### config.mk
export PLATFORM = sky130hd
export DESIGN_NAME = vga_timing_generator_param
export DESIGN_NICKNAME = d
export VERILOG_FILES = /design/src/rtl/vga_timing_pkg.sv /design/src/rtl/vga_axis_counter.sv /design/src/rtl/vga_timing_generator_param.sv
export SDC_FILE = /design/constraint.sdc
export NUM_CORES = 1
export LEC_CHECK = 0
export CORE_MARGIN = 4
export CORE_UTILIZATION = 40
export CTS_CLUSTER_DIAMETER = 80
export DETAILED_ROUTE_END_ITERATION = 8
export GPL_TIMING_DRIVEN = 0
export PLACE_DENSITY_LB_ADDON = 0.3
export SETUP_SLACK_MARGIN = 0.1
export SLEW_MARGIN = 40
export SYNTH_ARGS = -nofsm -noshare
export SYNTH_HDL_FRONTEND = slang
export SYNTH_SLANG_ARGS = --single-unit
### constraint.sdc
create_clock -name clk_i -period 2.1 [get_ports clk_i]
set_input_delay 0.315 -clock clk_i [delete_from_list [all_inputs] [get_ports clk_i]]
set_output_delay 0.315 -clock clk_i [all_outputs]
set_load 0.05 [all_outputs]
### src/rtl/vga_timing_pkg.sv
// ---------------------------------------------------------------------------
// vga_timing_pkg : shared VGA mode constants, mode struct and total helper.
// Revision: 1.0
// ---------------------------------------------------------------------------
`default_nettype none

package vga_timing_pkg;

  typedef struct packed {
    int h_visible;
    int h_front;
    int h_sync;
    int h_back;
    int v_visible;
    int v_front;
    int v_sync;
    int v_back;
  } timing_mode_t;

  localparam timing_mode_t DEFAULT_MODE = '{
    h_visible: 640, h_front: 16, h_sync: 96, h_back: 48,
    v_visible: 480, v_front: 10, v_sync: 2,  v_back: 33
  };

  localparam int DEFAULT_FRAME_CNT_W = 16;

  function automatic int axis_total(input int visible, input int front,
                                    input int sync, input int back);
    return visible + front + sync + back;
  endfunction

endpackage

`default_nettype wire

### src/rtl/vga_axis_counter.sv
// ---------------------------------------------------------------------------
// vga_axis_counter : one raster axis (H or V) with registered sync/visible.
// Revision: 1.0
// ---------------------------------------------------------------------------
`default_nettype none

module vga_axis_counter
  import vga_timing_pkg::*;
#(
  parameter  int VISIBLE = 640,
  parameter  int FRONT   = 16,
  parameter  int SYNC    = 96,
  parameter  int BACK    = 48,
  localparam int TOTAL   = axis_total(VISIBLE, FRONT, SYNC, BACK),
  localparam int W       = $clog2(TOTAL)
) (
  input  logic         clk_i,
  input  logic         rst_ni,
  input  logic         advance_i,
  input  logic         restart_i,
  output logic [W-1:0] count_o,
  output logic         wrap_o,
  output logic         sync_active_o,
  output logic         visible_o
);

  localparam logic [W-1:0] C_LAST       = W'(TOTAL - 1);
  localparam logic [W-1:0] C_VIS_END    = W'(VISIBLE);
  localparam logic [W-1:0] C_SYNC_START = W'(VISIBLE + FRONT);
  localparam logic [W-1:0] C_SYNC_END   = W'(VISIBLE + FRONT + SYNC);

  logic [W-1:0] count_q, count_d;
  logic         sync_q, visible_q;

  always_comb begin
    count_d = count_q;
    if (restart_i) begin
      count_d = '0;
    end else if (advance_i) begin
      count_d = (count_q == C_LAST) ? '0 : count_q + 1'b1;
    end
  end

  // Flags are decoded from the next count so they line up with count_o.
  always_ff @(posedge clk_i or negedge rst_ni) begin
    if (!rst_ni) begin
      count_q   <= '0;
      sync_q    <= 1'b0;
      visible_q <= 1'b0;
    end else begin
      count_q   <= count_d;
      sync_q    <= (count_d >= C_SYNC_START) && (count_d < C_SYNC_END);
      visible_q <= (count_d < C_VIS_END);
    end
  end

  assign count_o       = count_q;
  assign wrap_o        = advance_i & ~restart_i & (count_q == C_LAST);
  assign sync_active_o = sync_q;
  assign visible_o     = visible_q;

endmodule

`default_nettype wire

### src/rtl/vga_timing_generator_param.sv
// ---------------------------------------------------------------------------
// vga_timing_generator_param : parametrised VGA raster/sync/event generator.
// Revision: 1.0
// ---------------------------------------------------------------------------
`default_nettype none

module vga_timing_generator_param
  import vga_timing_pkg::*;
#(
  parameter  int H_VISIBLE   = DEFAULT_MODE.h_visible,
  parameter  int H_FRONT     = DEFAULT_MODE.h_front,
  parameter  int H_SYNC      = DEFAULT_MODE.h_sync,
  parameter  int H_BACK      = DEFAULT_MODE.h_back,
  parameter  int V_VISIBLE   = DEFAULT_MODE.v_visible,
  parameter  int V_FRONT     = DEFAULT_MODE.v_front,
  parameter  int V_SYNC      = DEFAULT_MODE.v_sync,
  parameter  int V_BACK      = DEFAULT_MODE.v_back,
  parameter  int HSYNC_POL   = 0,
  parameter  int VSYNC_POL   = 0,
  parameter  int FRAME_CNT_W = DEFAULT_FRAME_CNT_W,
  localparam int H_TOTAL     = axis_total(H_VISIBLE, H_FRONT, H_SYNC, H_BACK),
  localparam int V_TOTAL     = axis_total(V_VISIBLE, V_FRONT, V_SYNC, V_BACK),
  localparam int XW          = $clog2(H_TOTAL),
  localparam int YW          = $clog2(V_TOTAL)
) (
  input  logic                   clk_i,
  input  logic                   rst_ni,
  input  logic                   pix_ce_i,
  input  logic                   enable_i,
  input  logic [YW-1:0]          line_cmp_i,
  output logic                   hsync_o,
  output logic                   vsync_o,
  output logic                   blank_n_o,
  output logic [XW-1:0]          x_o,
  output logic [YW-1:0]          y_o,
  output logic                   end_of_line_o,
  output logic                   end_of_frame_o,
  output logic                   line_match_o,
  output logic [FRAME_CNT_W-1:0] frame_count_o
);

  if (H_VISIBLE < 1 || H_FRONT < 1 || H_SYNC < 1 || H_BACK < 1 ||
      V_VISIBLE < 1 || V_FRONT < 1 || V_SYNC < 1 || V_BACK < 1 ||
      FRAME_CNT_W < 1) begin : g_param_check
    $error("vga_timing_generator_param: every timing parameter must be >= 1");
  end

  localparam logic [XW-1:0] C_X_LAST_VIS = XW'(H_VISIBLE - 1);
  localparam logic [YW-1:0] C_Y_VIS_END  = YW'(V_VISIBLE);
  localparam logic [YW-1:0] C_Y_LAST_VIS = YW'(V_VISIBLE - 1);

  logic                   started_q;
  logic                   eol_q, eof_q, match_q;
  logic [FRAME_CNT_W-1:0] frame_cnt_q;

  logic          w_start, w_step, w_restart;
  logic [XW-1:0] w_x;
  logic [YW-1:0] w_y, w_y_next;
  logic          w_h_wrap, w_v_wrap, w_h_sync, w_v_sync, w_h_vis, w_v_vis;
  logic          eol_d, eof_d, match_d;

  assign w_start   = enable_i & pix_ce_i & ~started_q;
  assign w_step    = enable_i & pix_ce_i & started_q;
  // Idle and the start tick both park the counters at (0,0).
  assign w_restart = ~(enable_i & started_q);

  vga_axis_counter #(
    .VISIBLE(H_VISIBLE), .FRONT(H_FRONT), .SYNC(H_SYNC), .BACK(H_BACK)
  ) u_h_axis (
    .clk_i        (clk_i),
    .rst_ni       (rst_ni),
    .advance_i    (w_step),
    .restart_i    (w_restart),
    .count_o      (w_x),
    .wrap_o       (w_h_wrap),
    .sync_active_o(w_h_sync),
    .visible_o    (w_h_vis)
  );

  vga_axis_counter #(
    .VISIBLE(V_VISIBLE), .FRONT(V_FRONT), .SYNC(V_SYNC), .BACK(V_BACK)
  ) u_v_axis (
    .clk_i        (clk_i),
    .rst_ni       (rst_ni),
    .advance_i    (w_h_wrap),
    .restart_i    (w_restart),
    .count_o      (w_y),
    .wrap_o       (w_v_wrap),
    .sync_active_o(w_v_sync),
    .visible_o    (w_v_vis)
  );

  assign w_y_next = w_v_wrap ? '0 : w_y + 1'b1;

  always_comb begin
    eol_d   = w_step && (w_x == C_X_LAST_VIS) && (w_y < C_Y_VIS_END);
    eof_d   = eol_d && (w_y == C_Y_LAST_VIS);
    match_d = (w_start && (line_cmp_i == '0)) ||
              (w_h_wrap && (w_y_next == line_cmp_i));
  end

  always_ff @(posedge clk_i or negedge rst_ni) begin
    if (!rst_ni) begin
      started_q   <= 1'b0;
      eol_q       <= 1'b0;
      eof_q       <= 1'b0;
      match_q     <= 1'b0;
      frame_cnt_q <= '0;
    end else begin
      started_q <= enable_i & (started_q | pix_ce_i);
      eol_q     <= eol_d;
      eof_q     <= eof_d;
      match_q   <= match_d;
      if (w_v_wrap) begin
        frame_cnt_q <= frame_cnt_q + 1'b1;
      end
    end
  end

  assign hsync_o        = (HSYNC_POL != 0) ? w_h_sync : ~w_h_sync;
  assign vsync_o        = (VSYNC_POL != 0) ? w_v_sync : ~w_v_sync;
  assign blank_n_o      = started_q & w_h_vis & w_v_vis;
  assign x_o            = w_x;
  assign y_o            = w_y;
  assign end_of_line_o  = eol_q;
  assign end_of_frame_o = eof_q;
  assign line_match_o   = match_q;
  assign frame_count_o  = frame_cnt_q;

endmodule

`default_nettype wire

Word level (Yosys, flattened, before mapping):

Cells that the tools add are included.

* add/sub/neg operators: 3
* $lt $le $gt $ge: 7
* equality and inequality tests: 5
* mux-type cells: 7
* bitwise gates (word level): 15
* reductions and logical operators: 9

Operator list (count)
* 10-bit 2-to-1 mux: 7
* 10-bit == test (second input constant): 3
* 10-bit by 9-bit less-than comparator with 1-bit output (second input constant): 3
* 10-bit by 1-bit adder with 10-bit output (second input constant): 2
* 10-bit less-than comparator (second input constant): 2
* 16-bit by 1-bit adder with 16-bit output (second input constant): 1
* 1-bit AND: 11
* 10-bit == test: 1
* 10-bit by 9-bit == test with 1-bit output (second input constant): 1
* 10-bit >= comparator (second input constant): 1
* 10-bit by 9-bit >= comparator with 1-bit output (second input constant): 1
* 10-bit logical NOT: 1
* 1-bit logical AND: 7
* 1-bit inverter: 3
* 1-bit logical OR: 1
* 1-bit bitwise OR: 1

* register bits: 44
* input bits: 14
* output and inout port bits: 42
* word-level logic and storage cells: 57

Longest topological paths before layout:

Gate-level depths: netlist (run 1).

* depth in word-level cells: 10
* depth in mapped cells: 9
* mapped depth without buffers: 8

Hierarchy:

From an unflattened synthesis (run 1), not the netlist that was laid out.

* cell total of the unflattened synthesis: 301
* area total of the unflattened synthesis: 2795.2 µm²

By module, submodules not included
* vga_timing_generator_param: instances 1, cells an instance 132, area each 1283.7 µm², sequential area each 500.5 µm²
* vga_axis_counter at u_h_axis: instances 1, cells an instance 87, area each 779.5 µm², sequential area each 300.3 µm²
* vga_axis_counter at u_v_axis: instances 1, cells an instance 82, area each 732.0 µm², sequential area each 300.3 µm²

Worst setup path after synthesis (run 1):

Ideal clock, no wire load.

* path kind: reg2reg
* start: reg u_h_axis.count_q[0], in the netlist u_h_axis.count_o[0]
* end: reg u_v_axis.sync_q, in the netlist u_v_axis.sync_active_o
* setup time: 68 ps
* arrival time: 2335 ps
* data required time: 2032 ps
* path slack: -303 ps
* stages on the path, launching flop included: 10
* path buffers: 2
* clock period less this slack: 2403 ps
* cell sequence: dfrtp_1 -> ha_1 -> and3_1 -> clkbuf_1 -> and4_1 -> buf_6 -> a31oi_1 -> a311oi_2 -> nor3b_2 -> and4b_1

* word-level cells in the longest chain between the ends: 6
* elaborated cells on any way between the ends: 7
* those cells by class: order compare (2); eq/ne (1); mux (2); bitwise (1); reduce/logical (1)

RTL lines
* start: declaration: line vga_axis_counter.sv:32 `logic [W-1:0] count_q, count_d;`
* start signal: assignment: line vga_axis_counter.sv:51 `count_q <= count_d;`
* 10-bit == test *: line vga_axis_counter.sv:58 `assign wrap_o = advance_i & ~restart_i & (count_q == C_LAST);`
* 1-bit AND *: line vga_axis_counter.sv:58
* 10-bit 2-to-1 mux *: line vga_axis_counter.sv:39 `end else if (advance_i) begin`
* 10-bit 2-to-1 mux *: line vga_axis_counter.sv:37 `if (restart_i) begin`
* named net u_v_axis.count_d[7]: line vga_axis_counter.sv:32
* 10-bit by 9-bit >= comparator with 1-bit output or 10-bit by 9-bit less-than comparator with 1-bit output (tied branches): line vga_axis_counter.sv:52 `sync_q <= (count_d >= C_SYNC_START) && (count_d < C_SYNC_END);`
* 1-bit logical AND *: line vga_axis_counter.sv:52
* end signal: assignment: line vga_axis_counter.sv:52
* end: declaration: line vga_axis_counter.sv:33 `logic sync_q, visible_q;`

The timed path passes the listed nets; every way through them passes the cells marked *.
A chain may end at the register's enable or synchronous reset.

Final worst setup path (run 1):

* start: reg u_h_axis.count_q[5], in the netlist u_h_axis.count_o[5]
* end: reg u_v_axis.visible_q, in the netlist u_v_axis.visible_o

* word-level cells in the longest chain between the ends: 5

RTL lines
* 10-bit == test: line vga_axis_counter.sv:58
* 1-bit AND: line vga_axis_counter.sv:58
* 10-bit 2-to-1 mux: line vga_axis_counter.sv:39
* 10-bit 2-to-1 mux: line vga_axis_counter.sv:37
* named net u_v_axis.count_d[7]: line vga_axis_counter.sv:32
* 10-bit by 9-bit less-than comparator with 1-bit output: line vga_axis_counter.sv:53 `visible_q <= (count_d < C_VIS_END);`
* end signal: assignment: line vga_axis_counter.sv:53
* end: declaration: line vga_axis_counter.sv:33

The timed path passes the listed nets, and every way through them passes these cells.

==> results by group, run 1 <==
Routing
  • Total via count after detailed routing: 2702
  • Via density per instance: 5.70
  • Final wirelength: 7.94 mm
  • Detailed-routing iteration count for the pre-antenna-repair pass: 5
  • Drt drc: 0
  • Final routed wire length divided by cell count: 16.7 um
  • Residual antenna-violating net count after detailed routing: 0
  • Initial detailed-routing violation count: 149

Timing
  • Post-layout minimum cycle time: 2.16 ns
  • Slew at the pin closest to its max-slew limit: 0.518 ns
  • Max Freq: 462 MHz
  • Setup-failing EPs final: 2
  • Final WS setup: -0.0642 ns
  • Crit share post-route: 103%
  • Largest clock skew in the final design: 0.0137 ns
  • Hold violation count in the final report: 0
  • Worst hold slack across all endpoints: 0.345 ns
  • Max Slew Vio Count: 0
  • Summed negative setup slack over all endpoints: -0.127 ns
  • Relative slew margins: 65.4%
  • RSZ-0062 raised after global routing: yes

Critical path
  • Launch instance of the worst register-to-register path: u_h_axis.count_o[5]
  • Number of buffer and inverter instances along the worst setup path: 3
  • Worst Setup Path Type: reg2reg
  • Worst Path Arrival: 2.35 ns
  • Type of origin of the critical path: flop
  • Required time of the worst setup path: 2.29 ns
  • Cell family contributing the most delay on the critical path: simple AND/OR/NAND/NOR gates
  • Slowest stage delay, CP: 0.42 ns
  • Slowest library cell on the worst path: sky130_fd_sc_hd__dfrtp_2
  • Timing startpoint of the critical path: u_h_axis.count_o[5]
  • CP cell instances: buf_6 > and4bb_2 > and4_4 > buf_8 > a31oi_4 > a311oi_2 > nor3b_4 > buf_4 > nor2_1
  • Kind of capture point of the worst setup path: flop
  • Crit Path Max Fanout: 5

Synth
  • Total standard cell area after synthesis: 0.00272 mm2
  • Share of the synthesized area in the top cell type: 40.5%
  • Post-synth net total: 323
  • Total number of yosys warnings: 0
  • Fraction of registers with async set or reset after synthesis: 100%
  • Sequential share of the synthesized area: 40.5%
  • Instance count of the mapped netlist: 305
  • Syn_area_per_cell: 8.91 um2
  • Dominant synthesized flop cell: sky130_fd_sc_hd__dfrtp_1
  • Cell variety after synth: 57
  • Count of flip-flops with a built-in enable after synthesis: 0
  • Leading cell types by total area after synthesis: sky130_fd_sc_hd__dfrtp_1, sky130_fd_sc_hd__xnor2_1, sky130_fd_sc_hd__nor2_1
  • Library cell with the largest summed area after synthesis: sky130_fd_sc_hd__dfrtp_1
  • Synth Register Bits: 44

Placement
  • Worst setup slack after placement: -0.478 ns
  • Gp weighted congestion: 0.877
  • Count of input and output buffers: 54
  • Number of placed instances, taps included: 437
  • Detailed-placement wirelength estimate: 5.28 mm

Final layout
  • Cell Count, Final, Fillers Out: 474
  • Signed area change from the synthesized netlist to the final layout: 46.7%
  • Final layout net count: 414
  • Final-layout fill cell count: 555
  • Inserted Diodes: 0
  • Share of post-route cells with drive strength above 1: 25.9%

GRT
  • Final global-route overflow total: 0
  • Largest net degree at the start of global routing: 36
  • GRT Overall Usage: 18.7%
  • Via count of the first global-routing pass: 2588
  • First-pass GRT wire length: 12.6 mm
  • Number of antenna violations at the first check in global routing: 0

Min path
  • Source of the worst hold timing path: pix_ce_i
  • Hold Path Class: in2reg

Status
  • Violated checks: setup timing
  • Outcome: finished with violations

Clock network
  • Clock tree from TritonCTS: done
  • Maximum buffer depth of the clock tree: 2
  • Clock latency reported for the late side of the worst-skew pair: 0.31 ns
  • Number of sinks handled by clock tree synthesis: 44
  • CTS Root Cell: sky130_fd_sc_hd__clkbuf_8
  • Clock buffer count from CTS: 5
  • Count of H-tree levels built during CTS: 2
  • Clock edge transition at the registers on the reported setup and hold paths: 0.10 ns

Floorplanning
  • Core region area: 0.00646 mm2
  • Initial cell density of the core: 42.1%
  • Number of I/O pins: 56
  • Die footprint: 0.00817 mm2
  • Chip width: 90.4 um
  • Die H: 90.4 um
  • Cell row count: 29

Pwr
  • Power density relative to cell area: 379 mW/mm2
  • Worst vdd rail ir drop: 0.310 mV
  • Leakage power summed over all cells: 0.00164 uW
  • Design Power: 1510 uW

Job
  • Max-capacitance violation count: 0
==> report_power, final <==
group	switching, uW	internal, uW	total, uW
logic	68.1	47.4	115
clock network	308	233	541
registers	3.51	849	852
total	379	1130	1510
==> worst min-delay path, cell delays in order <==
cell	delay, ns
sky130_fd_sc_hd__buf_2	0.15
sky130_fd_sc_hd__nand4_1	0.09
sky130_fd_sc_hd__o21ai_1	0.06
==> cell families after synthesis <==
| group | share of synthesized area [%] |
|---|---|
| buf+inv | 4.47 |
| compound gates | 12.8 |
| xor+xnor | 12.3 |
| flops | 40.5 |
| simple gates | 27.4 |
| mux | 0.783 |
| fa+ha+maj | 1.84 |
==> synth_stat cells (all sizes together), types with 2 or more instances <==
cell	number
or3	5
o22ai	3
nor2b	2
a21oi	8
nand2	24
nand4	11
or4	3
nand3	19
nand2b	4
o31a	2
clkbuf	4
or2	3
xnor2	26
ha	4
nor3b	2
o21ai	11
nor3	8
nor4	4
buf	11
o31ai	3
inv	11
xor2	12
o211ai	4
nor2	36
and3	8
dfrtp	44
a31oi	7
and4	3
and2	2
==> layout make-up <==
cell class | instances | area [um2] | area share [%]
Buffer | 14 | 123 | 3.08
Clock buffer | 6 | 72.6 | 1.82
Clock inverter | 2 | 12.5 | 0.314
Inverter | 11 | 43.8 | 1.10
Multi-Input combinational cell | 235 | 1710 | 43.0
Sequential cell | 44 | 1120 | 28.0
Tap cell | 77 | 96.3 | 2.42
Timing Repair Buffer | 85 | 807 | 20.3
==> registers in the layout, summed over array words and instances, names as in the netlist <==
name and count:
end_of_frame_o 1, end_of_line_o 1, frame_count_o 16, line_match_o 1, started_q 1, u_h_axis.count_o 10, u_h_axis.sync_active_o 1, u_h_axis.visible_o 1
u_v_axis.count_o 10, u_v_axis.sync_active_o 1, u_v_axis.visible_o 1
==> layer usage <==
metal,vias to the layer above,wire [um],global-route usage [%]
met2,112,3850,31.0
met4,0,157,6.38
met5,-,0,0
met1,1296,3420,24.8
li1,1273,-,-
met3,21,503,3.17
==> what timing repair did <==
| item | 4_1_cts | 5_1_grt |
|---|---|---|
| setup buffers | 25 | 4 |
| endpoints found under the hold margin | 9 | 0 |
| resized for setup | 27 | 47 |
| pin swaps | 10 | 17 |
| hold buffers | 1 | 0 |
| setup endpoints to repair | 29 | 19 |
==> cell usage in the layout (no fill, tap or decap), drive strengths merged, types with 2 or more instances in the layout <==
master,n
xor2,12
clkbuf,11
nand3,19
dlymetal6s2s,3
a31oi,7
nand2,24
nor2,36
inv,11
and2,2
dfrtp,44
or2,3
o211ai,4
nor3b,2
nor2b,2
ha,4
or4,3
and4,3
nand4,11
dlygate4sd2,4
or3,5
o22ai,3
xnor2,26
o31ai,3
nor4,4
nor3,8
clkdlybuf4s50,46
buf,40
and3,8
o31a,2
a21oi,8
nand2b,4
o21ai,11
==> worst paths after layout <==
kind | cells past startpoint | slack (ns) | to
setup / recovery | 9 | -0.06 | u_v_axis.visible_o
hold / removal | 3 | 0.34 | line_match_o
setup reg to reg | 9 | -0.06 | u_v_axis.visible_o
hold reg to reg | 1 | 0.47 | frame_count_o[15]
max in group asynchronous | 3 | 1.29 | u_v_axis.count_o[7]
min in group asynchronous | 2 | 0.38 | frame_count_o[5]
==> through the flow <==
| stage | area [um2] | utilization, % |
|---|---|---|
| after global routing | 3980 | 61.7 |
| after CTS | 3790 | 58.7 |
| after floorplan | 2760 | - |
| final | 3980 | 61.7 |
| after detailed placement | 3420 | 52.9 |
| after global placement | 3400 | 52.7 |
Note: power is estimated with default switching activity, not from simulation.
==> run 2: changes to the inputs <==
--- a/config.mk
+++ b/config.mk
@@ -6,7 +6,7 @@
 export NUM_CORES = 1
 export LEC_CHECK = 0
 export CORE_MARGIN = 4
-export CORE_UTILIZATION = 40
+export CORE_UTILIZATION = 47
 export CTS_CLUSTER_DIAMETER = 80
 export DETAILED_ROUTE_END_ITERATION = 8
 export GPL_TIMING_DRIVEN = 0
==> results by group, run 2 (synthesized netlist as in run 1, its figures left out) <==
Routing
  • Initial detailed-routing violation count: 181 (+21%)
  • Residual antenna-violating net count after detailed routing: 0 (unchanged)
  • Final wirelength: 8.47 mm (+6.7%)
  • Detailed-routing iteration count for the pre-antenna-repair pass: 6 (+1)
  • Drt drc: 0 (unchanged)
  • Total via count after detailed routing: 2856 (+5.7%)
  • Final routed wire length divided by cell count: 17.5 um (+4.5%)
  • Via density per instance: 5.90 (+3.5%)

Clock network
  • CTS Root Cell: sky130_fd_sc_hd__clkbuf_8
  • Clock tree from TritonCTS: done
  • Clock buffer count from CTS: 5 (unchanged)
  • Number of sinks handled by clock tree synthesis: 44 (unchanged)
  • Count of H-tree levels built during CTS: 2 (unchanged)
  • Clock edge transition at the registers on the reported setup and hold paths: 0.09 ns (about the same)
  • Clock latency reported for the late side of the worst-skew pair: 0.31 ns (about the same)
  • Maximum buffer depth of the clock tree: 2 (unchanged)

Final layout
  • Final layout net count: 429 (+3.6%)
  • Share of post-route cells with drive strength above 1: 31.6% (+5.6 points)
  • Flip-flop count of the largest register after layout: 16 (unchanged)
  • Cell Count, Final, Fillers Out: 484 (+2.1%)
  • Most used cells in the layout excluding fill and tap cells: sky130_fd_sc_hd__clkdlybuf4s50_1, sky130_fd_sc_hd__dfrtp_1, sky130_fd_sc_hd__buf_4
  • Final-layout fill cell count: 363 (-35%)
  • Signed area change from the synthesized netlist to the final layout: 56.0%
  • Most common cell after layout, fill and taps aside: sky130_fd_sc_hd__clkdlybuf4s50_1
  • Total area of multi-input combinational cells: 0.00180 mm2 (+5.0%)
  • Final cell area excluding filler cells: 0.00424 mm2 (+6.4%)
  • FF/Latch Area: 0.00112 mm2 (unchanged)
  • Inserted Diodes: 0 (unchanged)

Critical path
  • Worst Path Arrival: 2.40 ns (+0.05 ns)
  • CP cell instances: inv_2 > ha_4 > nor4bb_4 > nand4_1 > buf_6 > buf_4 > nand2_1 > a311oi_2 > nor3b_4 > and4b_1
  • Worst Setup Path Type: reg2reg
  • Kind of capture point of the worst setup path: flop
  • Type of origin of the critical path: flop
  • Slowest library cell on the worst path: sky130_fd_sc_hd__dfrtp_2
  • Required time of the worst setup path: 2.35 ns (+0.06 ns)
  • Slowest stage delay, CP: 0.42 ns (about the same)
  • Crit Path Max Fanout: 5 (unchanged)

Placement
  • Count of input and output buffers: 54 (unchanged)
  • Gp weighted congestion: 0.851 (-3.0%)
  • Post-DP Area: 0.00341 mm2 (-0.18%)
  • Number of placed instances, taps included: 432 (-1.1%)
  • Detailed-placement wirelength estimate: 5.30 mm (+0.49%)

GRT
  • Number of antenna violations at the first check in global routing: 0 (unchanged)
  • Final global-route overflow total: 0 (unchanged)
  • Via count of the first global-routing pass: 2780 (+7.4%)
  • GRT Overall Usage: 22.7% (+4.0 points)
  • Largest net degree at the start of global routing: 26 (-28%)
  • First-pass GRT wire length: 13.0 mm (+3.4%)

Timing
  • Summed negative setup slack over all endpoints: -0.109 ns (+0.0184 ns)
  • Post-layout minimum cycle time: 2.15 ns (-0.0136 ns)
  • Relative slew margins: 64.9% (-0.50 points)
  • Worst hold slack across all endpoints: 0.371 ns (+0.0265 ns)
  • Slew at the pin closest to its max-slew limit: 0.525 ns (+0.00753 ns)
  • Setup-failing EPs final: 5 (+3)
  • Final WS setup: -0.0507 ns (+0.0136 ns)
  • Crit share post-route: 102% (-0.65 points)
  • RSZ-0062 raised after global routing: yes
  • Hold violation count in the final report: 0 (unchanged)
  • Max Freq: 465 MHz (+0.63%)
  • Max Slew Vio Count: 0 (unchanged)
  • Largest clock skew in the final design: 0.00792 ns (-0.00579 ns)

Pwr
  • Internal Dissipation: 1260 uW (+12%)
  • Share of total power in combinational logic: 7.6% (about the same)
  • Leakage power summed over all cells: 0.00174 uW (+6.4%)
  • Worst vdd rail ir drop: 0.372 mV (+20%)
  • Proportion of power drawn by flip-flops and latches: 50.9% (-5.6 points)
  • Power density relative to cell area: 396 mW/mm2 (+4.5%)
  • Sw Pwr: 417 uW (+9.9%)
  • Switching power as a share of total power: 24.9% (-0.29 points)
  • Design Power: 1680 uW (+11%)
  • Portion of total power attributed to the clock network: 41.5% (+5.6 points)

Job
  • Max-capacitance violation count: 0 (unchanged)

Floorplanning
  • Core region area: 0.00554 mm2 (-14%)
  • Cell row count: 27 (-6.9%)
  • Number of I/O pins: 56 (unchanged)
  • Chip width: 84.0 um (-7.1%)
  • Die H: 84.0 um (-7.1%)
  • Die footprint: 0.00706 mm2 (-14%)
  • Initial cell density of the core: 49.0% (+7.0 points)

Status
  • Violated checks: setup timing
  • Outcome: finished with violations

Min path
  • Hold Path Class: in2reg
==> run 2: final timing paths <==
kind / start / to / slack, ns / cells after the start
max: u_v_axis.count_o[1] / u_v_axis.sync_active_o / -0.05 / 10
min in group asynchronous: rst_ni / frame_count_o[8] / 0.42 / 2
min: pix_ce_i / started_q / 0.37 / 2
min reg2reg: frame_count_o[15] / frame_count_o[15] / 0.48 / 1
max in group asynchronous: rst_ni / u_v_axis.count_o[0] / 1.25 / 3
max reg2reg: u_v_axis.count_o[1] / u_v_axis.sync_active_o / -0.05 / 10
==> run 2: routing by layer <==
metal | global-route usage (%) | routed length (um) | vias up
met5 | 0 | 0 | -
met4 | 10.2 | 303 | 0
met2 | 37.2 | 4130 | 138
li1 | - | - | 1307
met1 | 28.9 | 3440 | 1373
met3 | 4.34 | 602 | 38
==> run 2: final cells by class <==
class / instances / area share, %
Inverter: 11 / 0.974
Tap cell: 72 / 2.13
Sequential cell: 44 / 26.4
Clock inverter: 3 / 1.09
Clock buffer: 5 / 1.62
Buffer: 14 / 2.75
Multi-Input combinational cell: 235 / 42.4
Timing Repair Buffer: 100 / 22.7
==> run 2: power groups by stage <==
| stage | combinational [uW] | clock (uW) | sequential [uW] |
|---|---|---|---|
| floorplan | 39.1 | 0 | 872 |
| global placement | 105 | 0 | 870 |
| detailed placement | 112 | 0 | 870 |
| CTS | 118 | 702 | 852 |
| global route | 139 | 736 | 854 |
| finish | 128 | 695 | 853 |
==> run 2: repair_timing <==
| action | 4_1_cts | 5_1_grt |
|---|---|---|
| hold buffers | 1 | 0 |
| setup endpoints to repair | 24 | 25 |
| setup buffers | 25 | 18 |
| endpoints found under the hold margin | 19 | 0 |
| pin swaps | 15 | 23 |
| gates cloned | 0 | 1 |
| resized for setup | 36 | 58 |
==> run 2: critical path: cells and delay by family (launching register included) <==
kind | cells | cell delay, ns
simple gates | 5 | 0.84
flops | 1 | 0.42
buf+inv | 3 | 0.36
compound gates | 1 | 0.30
fa+ha+maj | 1 | 0.16
==> run 2: metrics by stage <==
| stage | util, % | setup WS (ns) |
|---|---|---|
| floorplan | - | 0.00216 |
| global placement | 61.3 | -0.641 |
| detailed placement | 61.6 | -0.447 |
| CTS | 69.6 | -0.0408 |
| global route | 76.5 | -0.144 |
| finish | 76.5 | -0.0507 |
